## config.mk

```make
export PLATFORM = sky130hd
export DESIGN_NAME = fmul_issue_ctrl
export DESIGN_NICKNAME = d
export VERILOG_FILES = /design/src/rtl/fmul_ctrl_pkg.sv /design/src/rtl/fmul_tag_pipe.sv /design/src/rtl/fmul_issue_ctrl.sv
export SDC_FILE = /design/constraint.sdc
export NUM_CORES = 1
export LEC_CHECK = 0
export CAP_MARGIN = 40
export CORE_MARGIN = 5
export CORE_UTILIZATION = 59
export DETAILED_ROUTE_END_ITERATION = 8
export DONT_BUFFER_PORTS = 1
export PLACE_DENSITY = 0.73
export SYNTH_ARGS = -nofsm -noshare
export SYNTH_HDL_FRONTEND = slang
export SYNTH_SLANG_ARGS = --single-unit
```

## constraint.sdc

```tcl
create_clock -name clk -period 1.6 [get_ports clk]
set_input_delay 0.16 -clock clk [delete_from_list [all_inputs] [get_ports clk]]
set_output_delay 0.16 -clock clk [all_outputs]
set_load 0.03 [all_outputs]
```

## src/rtl/fmul_ctrl_pkg.sv

```systemverilog
// Shared types and defaults for the FP multiplier issue controller.
// Optional perf counters in the top are enabled with FMUL_PERF_CNT_EN.
package fmul_ctrl_pkg;

  localparam int FMUL_LAT_DEF    = 3;
  localparam int FMUL_ADDR_W_DEF = 5;

  typedef struct packed {
    logic [FMUL_ADDR_W_DEF-1:0] rd;
    logic                       fp_we;
  } fmul_tag_t;

  typedef enum logic [1:0] {
    IDLE = 2'd0,
    RUN  = 2'd1,
    HOLD = 2'd2
  } fmul_state_e;

  function automatic logic [31:0] fmul_popcnt(input logic [31:0] v);
    logic [31:0] n;
    n = '0;
    for (int i = 0; i < 32; i++) n = n + {31'd0, v[i]};
    return n;
  endfunction

endpackage

```

## src/rtl/fmul_tag_pipe.sv

```systemverilog
// LAT-deep valid+tag shift register shadowing the multiplier stages.
// Invalid stages always carry an all-zero tag so downstream masking stays trivial.
module fmul_tag_pipe
  import fmul_ctrl_pkg::*;
#(
  parameter int  LAT   = FMUL_LAT_DEF,
  parameter type tag_t = fmul_tag_t
) (
  input  logic           clk,
  input  logic           rst_n,
  input  logic           adv_i,
  input  logic           flush_i,
  input  logic           load_i,
  input  tag_t           load_tag_i,
  output logic [LAT-1:0] vld_o,
  output logic [LAT-1:0] vld_nxt_o,
  output tag_t [LAT-1:0] tag_o
);

  logic [LAT-1:0] vld_q, vld_d;
  tag_t [LAT-1:0] tag_q, tag_d;

  always_comb begin
    vld_d = vld_q;
    tag_d = tag_q;
    if (flush_i) begin
      vld_d = '0;
      tag_d = '0;
    end else if (adv_i) begin
      for (int s = LAT-1; s >= 1; s--) begin
        vld_d[s] = vld_q[s-1];
        tag_d[s] = tag_q[s-1];
      end
      vld_d[0] = load_i;
      tag_d[0] = load_i ? load_tag_i : '0;
    end
  end

  always_ff @(posedge clk or negedge rst_n) begin
    if (!rst_n) begin
      vld_q <= '0;
      tag_q <= '0;
    end else begin
      vld_q <= vld_d;
      tag_q <= tag_d;
    end
  end

  assign vld_o     = vld_q;
  assign vld_nxt_o = vld_d;
  assign tag_o     = tag_q;

endmodule

```

## src/rtl/fmul_issue_ctrl.sv

```systemverilog
// Issue/retire sequencing for the pipelined FP multiplier: handshake, hold, flush.
// Define FMUL_PERF_CNT_EN to add the perf_issued/perf_hold/perf_flushed counters.
module fmul_issue_ctrl
  import fmul_ctrl_pkg::*;
#(
  parameter int LAT    = FMUL_LAT_DEF,
  parameter int ADDR_W = FMUL_ADDR_W_DEF
) (
  input  logic                  clk,
  input  logic                  rst_n,
  input  logic                  req_valid,
  output logic                  req_ready,
  input  logic [ADDR_W-1:0]     req_rd,
  input  logic                  req_fp_we,
  input  logic                  flush,
  output logic                  mul_en,
  output logic [LAT-1:0]        mul_clear,
  output logic                  wb_valid,
  input  logic                  wb_ready,
  output logic [ADDR_W-1:0]     wb_rd,
  output logic                  wb_fp_we,
  output logic [LAT-1:0]        pend_valid,
  output logic [LAT*ADDR_W-1:0] pend_rd,
  output logic                  busy
`ifdef FMUL_PERF_CNT_EN
  ,
  output logic [31:0]           perf_issued,
  output logic [31:0]           perf_hold,
  output logic [31:0]           perf_flushed
`endif
);

  typedef struct packed {
    logic [ADDR_W-1:0] rd;
    logic              fp_we;
  } tag_t;

  logic           live_q;
  logic [LAT-1:0] vld, vld_nxt;
  tag_t [LAT-1:0] tag;
  tag_t           req_tag;
  logic           hold, advance, issue;
  fmul_state_e    state_q, state_d;

  // live keeps the handshake closed for the first cycle after reset release
  always_ff @(posedge clk or negedge rst_n) begin
    if (!rst_n) live_q <= 1'b0;
    else        live_q <= 1'b1;
  end

  assign hold      = vld[LAT-1] & ~wb_ready;
  assign advance   = live_q & ~hold;
  assign req_ready = advance & ~flush;
  assign issue     = req_valid & req_ready;
  // flush must reach the datapath even while frozen by writeback
  assign mul_en    = advance | (flush & rst_n);
  assign mul_clear = {LAT{flush | ~rst_n}};

  assign req_tag.rd    = req_rd;
  assign req_tag.fp_we = req_fp_we;

  fmul_tag_pipe #(.LAT(LAT), .tag_t(tag_t)) u_tag_pipe (
    .clk        (clk),
    .rst_n      (rst_n),
    .adv_i      (advance),
    .flush_i    (flush),
    .load_i     (issue),
    .load_tag_i (req_tag),
    .vld_o      (vld),
    .vld_nxt_o  (vld_nxt),
    .tag_o      (tag)
  );

  assign wb_valid = vld[LAT-1] & ~flush;
  assign wb_rd    = tag[LAT-1].rd;
  assign wb_fp_we = tag[LAT-1].fp_we;

  always_comb begin
    pend_valid = vld;
    pend_rd    = '0;
    for (int s = 0; s < LAT; s++)
      pend_rd[s*ADDR_W +: ADDR_W] = vld[s] ? tag[s].rd : '0;
  end

  always_ff @(posedge clk or negedge rst_n) begin
    if (!rst_n) state_q <= IDLE;
    else        state_q <= state_d;
  end

  always_comb begin
    state_d = state_q;
    unique case (state_q)
      IDLE: if (issue) state_d = RUN;
      RUN: begin
        if (flush)         state_d = IDLE;
        else if (hold)     state_d = HOLD;
        else if (~|vld_nxt) state_d = IDLE;
      end
      HOLD: begin
        if (flush)         state_d = IDLE;
        else if (wb_ready) state_d = (|vld_nxt) ? RUN : IDLE;
      end
      default: state_d = IDLE;
    endcase
  end

  always_comb begin
    busy = (state_q != IDLE);
  end

`ifdef FMUL_PERF_CNT_EN
  logic [31:0] issued_q, hold_q, flushed_q;

  // hold counts frozen cycles; a flush cycle unfreezes, so it is not counted
  always_ff @(posedge clk or negedge rst_n) begin
    if (!rst_n) begin
      issued_q  <= '0;
      hold_q    <= '0;
      flushed_q <= '0;
    end else begin
      if (issue)          issued_q  <= issued_q + 32'd1;
      if (hold && !flush) hold_q    <= hold_q + 32'd1;
      if (flush)          flushed_q <= flushed_q + fmul_popcnt(32'(vld));
    end
  end

  assign perf_issued  = issued_q;
  assign perf_hold    = hold_q;
  assign perf_flushed = flushed_q;
`endif

endmodule

```

; Word level (Yosys, flattened, before mapping)
; Cells that the tools add are included.
[classes]
eq_ne = 5
muxes = 16
bitwise = 12
reduce_logical = 5
[ops]
columns = cell, n
row1 = 18-bit two-way mux, 2
row2 = 5-bit two-way mux, 3
row3 = 2-bit two-way mux, 6
row4 = 1-bit AND, 6
row5 = 3-bit two-way mux, 2
row6 = 6-bit two-way mux, 1
row7 = 2-bit case mux with 3 select lines, 1
row8 = "4-bit inequality test, second input constant", 1
row9 = 1-bit NOT, 4
row10 = 2-bit nonzero test, 2
row11 = "3-bit inequality test, second input constant", 1
row12 = 3-bit AND reduction, 1
row13 = 3-bit OR reduction, 1
row14 = "2-bit by 1-bit equality test with 1-bit output, second input constant", 1
row15 = "2-bit equality test, second input constant", 1
row16 = 2-bit zero test, 1
row17 = "2-bit by 1-bit inequality test with 1-bit output, second input constant", 1
row18 = 1-bit OR, 2
row19 = 1-bit two-way mux, 1
[totals]
reg_bits = 24
word_cells = 47

; Longest topological paths before layout
[logic_depth]
ltp_word = 13
mapped_depth = 5

; Modules after synthesis
; A second synthesis with hierarchy kept.
[unflattened]
hier_cells = 105
area_unflattened_um2 = 1153.6
[by_module_without_submodules]
columns = module, instances, cells_per_inst, area_each_um2
row1 = fmul_tag_pipe, 1, 65, 850.8
row2 = fmul_issue_ctrl, 1, 40, 302.8

; Worst setup path before layout
; No wires, ideal clock.
[synth_timing]
path_type = register to register
start = register u_tag_pipe.vld_q[2] (netlist: u_tag_pipe.vld_o[2])
end = register state_q[0]
setup_time_ns = 0.082
arrival_ns = 1.532
path_slack_ns = -0.014
stages_incl_launch_ff = 5
path_buffers = 0
synth_period_minus_slack_ns = 1.614
cell_sequence = dfrtp_1 > nor2b_1 > a32o_1 > a2111oi_2 > o22ai_1
[synth_via]
word_cells_on_any_way = 17
[synth_rtl]
columns = element, line_no
row1 = from (decl), fmul_tag_pipe.sv:20  ; logic [LAT-1:0] vld_q, vld_d;
row2 = from (signal assigned), fmul_tag_pipe.sv:44  ; vld_q <= vld_d;
row3 = 1-bit AND, fmul_issue_ctrl.sv:51  ; assign hold = vld[LAT-1] & ~wb_ready;
row4 = 1-bit NOT, fmul_issue_ctrl.sv:52  ; assign advance = live_q & ~hold;
row5 = 1-bit AND, fmul_issue_ctrl.sv:52
row6 = 3-bit two-way mux (*), fmul_tag_pipe.sv:29  ; end else if (adv_i) begin
row7 = 3-bit two-way mux (*), fmul_tag_pipe.sv:26  ; if (flush_i) begin
row8 = net u_tag_pipe.vld_nxt_o[2], fmul_tag_pipe.sv:16  ; output logic [LAT-1:0] vld_nxt_o,
row9 = 3-bit OR reduction (*), "fmul_issue_ctrl.sv:97, fmul_issue_ctrl.sv:101"
row10 = 1-bit two-way mux, fmul_issue_ctrl.sv:101  ; else if (wb_ready) state_d = (|vld_nxt) ? RUN : IDLE;
row11 = 2-bit two-way mux, fmul_issue_ctrl.sv:101
row12 = 2-bit two-way mux, fmul_issue_ctrl.sv:100  ; if (flush) state_d = IDLE;
row13 = 2-bit case mux with 3 select lines, fmul_issue_ctrl.sv:92  ; unique case (state_q)
row14 = to (signal assigned), fmul_issue_ctrl.sv:87  ; else state_q <= state_d;
row15 = to (decl), fmul_issue_ctrl.sv:43  ; fmul_state_e state_q, state_d;
; Mark *: on every way through the listed nets, which the timed path passes. The rest lies on a longest branch. The select of a mux whose other input is x is not followed.
; A chain may end at the register's enable or synchronous reset.

; Worst setup path after layout
[layout_timing]
start = register u_tag_pipe.vld_q[2] (netlist: u_tag_pipe.vld_o[2])
end = output port req_ready
[layout_via]
elab_chain_cells = 4
[layout_rtl]
columns = element, line_no
row1 = 1-bit AND, fmul_issue_ctrl.sv:51
row2 = 1-bit NOT, fmul_issue_ctrl.sv:52
row3 = 1-bit AND, fmul_issue_ctrl.sv:52
row4 = 1-bit AND, fmul_issue_ctrl.sv:53  ; assign req_ready = advance & ~flush;
row5 = to (decl), fmul_issue_ctrl.sv:12  ; output logic req_ready,
; No other way between the ends.

==> flow_summary.json <==
{
  "power.internal_mw": 0.814,
  "crit_fanout": 10,
  "grt_overflow": 0,
  "hold_viol": 0,
  "combPwrFrac_pct": 12.7,
  "netlist_area_um2": 1190,
  "fp.dieW_um": 54.8,
  "busiest_layer": "met2",
  "switching_share_pct": 26.0,
  "status": "completed",
  "portBuffers": 0,
  "die_area_um2": 3010,
  "yosysTopAreaCell": "dfrtp_1",
  "path_buf_inv": 1,
  "path_delay_family": "flip-flops",
  "initial_core_util_pct": 61.1,
  "cts_tree": "yes",
  "grt_pass1_vias": 933,
  "use_met2_pct": 33.1,
  "grt_antenna_before_repair": 0,
  "syn_area_per_cell_um2": 8.60,
  "vias_per_cell": 5.54,
  "synth-seq-cells": 24,
  "yosysWarnings": 0,
  "setup_slack_ps": 105,
  "ctsRootBufferMaster": "clkbuf_4",
  "whs_ps": 15.8,
  "cp-end-kind": "output port",
  "ir_worst_vdd_mv": 0.771,
  "critPathSlowestCell": "dfrtp_1",
  "cp.arrival_ps": 1340,
  "path_cells": "nand2b_1 > nand2_2 > nor2_1 > buf_4",
  "grtUsageMet1_pct": 26.3,
  "clkPwrFrac_pct": 28.7,
  "use_met3_pct": 5.18,
  "num_vias": 970,
  "critPathMaxStageDelay_ps": 430,
  "synthFlopType": "dfrtp_1",
  "netlist.area_leader.share_pct": 50.6,
  "synth_cells": 138,
  "crit_path_start_kind": "flip-flop",
  "syn_nets": 149,
  "synthArstFlopShare_pct": 100,
  "place.gp.congestion": 0.730,
  "io_pins": 42,
  "drv_slew": 0,
  "post_drt_wl_per_cell_um": 15.0,
  "setup_viol": 0,
  "skew_ps": 3.61,
  "rsz0062_at_grt": "no",
  "netlist_top_cells_area": "dfrtp_1, nand2_1, a21oi_1",
  "drive_gt1_share_pct": 14.9,
  "grt_start_max_net_pins": 25,
  "synth.most_common_cell": "nand2_1",
  "hold_class": "input pin to flip-flop",
  "pre_cts_ws_ps": 212,
  "synth_edf_count": 0,
  "drtIter0Drc": 34,
  "clkTransAtPathRegs_ps": 130,
  "post-dp-hpwl_um": 1710,
  "drt_pass1_iterations": 4,
  "p_sw_mw": 0.285,
  "core-area_um2": 1940,
  "ys_seq_area_share_pct": 50.6,
  "fillers": 147,
  "fin_crit_ps": 1500,
  "area.growth.synth_to_final_pct": 15.0,
  "num_antenna_cells": 0,
  "layout.nets": 160,
  "cts_buffer_depth": 2,
  "num_rows": 16,
  "gr-usage-all-layers_pct": 20.1,
  "clk_latency_ps": 310,
  "powerDensity_nw_per_um2": 806,
  "fin_total_pwr_mw": 1.10,
  "seq_power_share_pct": 58.6,
  "cts_sinks": 24,
  "timing.fmax_mhz": 669,
  "drc": 0,
  "yosys-top-cells-count": "nand2_1, dfrtp_1, a21oi_1, and2_1, buf_4",
  "wirelength_um": 2620,
  "tns_ps": 0,
  "synth_cell_types": 25,
  "cts_buffers": 3,
  "leakagePower_nw": 0.600,
  "tightest_slew_ps": 726,
  "grt_pass1_wl_um": 4300,
  "required_ps": 1440,
  "cts_htree_levels": 1,
  "critPathKind": "flip-flop to output port",
  "finalCritPeriodShare_pct": 93.5,
  "drt.antenna.violating_nets": 0,
  "drv_cap": 0,
  "fp.dieH_um": 54.8,
  "slew_headroom_pct": 51.4
}
per-stage QoR:
step | cell area (um^2) | util (%) | instances
5_1_grt | 1360 | 70.2 | 175
3_5_place_dp | 1200 | 61.9 | 159
6_report | 1360 | 70.2 | 175
3_3_place_gp | 1200 | 61.9 | 159
4_1_cts | 1330 | 68.5 | 172
2_1_floorplan | 1190 | - | 138
layout by cell type (no fill, tap or decap):
master	instances
a2111oi_2	1
a21boi_0	1
a21oi_1	20
a32o_1	1
and2_1	15
and2_4	1
and3b_1	1
buf_4	10
buf_8	1
clkbuf_4	3
clkbuf_8	1
conb_1	1
dfrtp_1	23
dfrtp_2	1
dlygate4sd3_1	10
inv_1	1
mux2_2	1
nand2_1	40
nand2_2	1
nand2b_1	1
nand3_1	6
nand3b_1	1
nor2_1	2
nor2b_2	1
nor3_1	1
o21ai_0	1
o22ai_1	1
or2_2	1
logic make-up (layout without fill, tap and decap cells):
group                  after synthesis  after routing  share of synthesized area [%]
buffers and inverters               16             26                           7.81
DFF                                 24             24                           50.6
other                                1              1                          0.316
AOI/OAI and AO/OA                   25             25                           12.1
and+or+nand+nor                     71             71                           28.2
muxes                                1              1                          0.949
worst register-to-register path, delay by kind of cell (launching register included):
family | cells | cell delay, ps
flip-flops | 1 | 430
buffers and inverters | 2 | 350
AND/OR/NAND/NOR | 3 | 440
AO/OA/AOI/OAI | 1 | 190
path summary, 6_finish.rpt:
check / depth (start not counted) / to / slack [ps] / startpoint
worst max-delay path: 4 / req_ready / 100 / u_tag_pipe.vld_o[2]
max in group asynchronous: 2 / u_tag_pipe.vld_o[0] / 950 / rst_n
worst max register to register: 6 / u_tag_pipe.tag_o[0] / 120 / u_tag_pipe.vld_o[2]
worst min register to register: 2 / u_tag_pipe.tag_o[6] / 530 / u_tag_pipe.tag_o[0]
worst min-delay path: 2 / state_q[0] / 20 / req_valid
min in group asynchronous: 1 / u_tag_pipe.vld_o[2] / 200 / rst_n
final cells by class:
class | count | area [um^2] | area share, %
Clock buffer | 4 | 36.3 | 2.66
Sequential cell | 24 | 602 | 44.1
Tap cell | 27 | 33.8 | 2.48
Inverter | 1 | 3.75 | 0.275
Multi-Input combinational cell | 98 | 498 | 36.5
Timing Repair Buffer | 21 | 190 | 13.9
routing by layer:
metal | vias up | share of wire, % | routed length [um]
li1 | 460 | - | -
met3 | 0 | 8.5 | 222
met5 | - | 0 | 0
met1 | 472 | 43 | 1120
met2 | 38 | 49 | 1270
met4 | 0 | 0 | 0
power by group through the flow:
stage	clock network, mW	logic [mW]	registers [mW]
after floorplan	0	0.0895	0.650
after global placement	0	0.0923	0.653
after detailed placement	0	0.0944	0.654
after CTS	0.322	0.133	0.643
after global routing	0.350	0.153	0.646
final	0.316	0.139	0.644
sequential cells by signal, indices dropped and copies added, names as in the netlist:
name              cells
live_q                1
state_q               2
u_tag_pipe.tag_o     18
u_tag_pipe.vld_o      3
what timing repair did:
action                                 CTS  global route
setup endpoints to repair                2             6
endpoints found under the hold margin   45             1
hold buffers                             9             1
buffers inserted                         0             1
resized for setup                        1             1
Note: power is estimated with default switching activity, not from simulation.
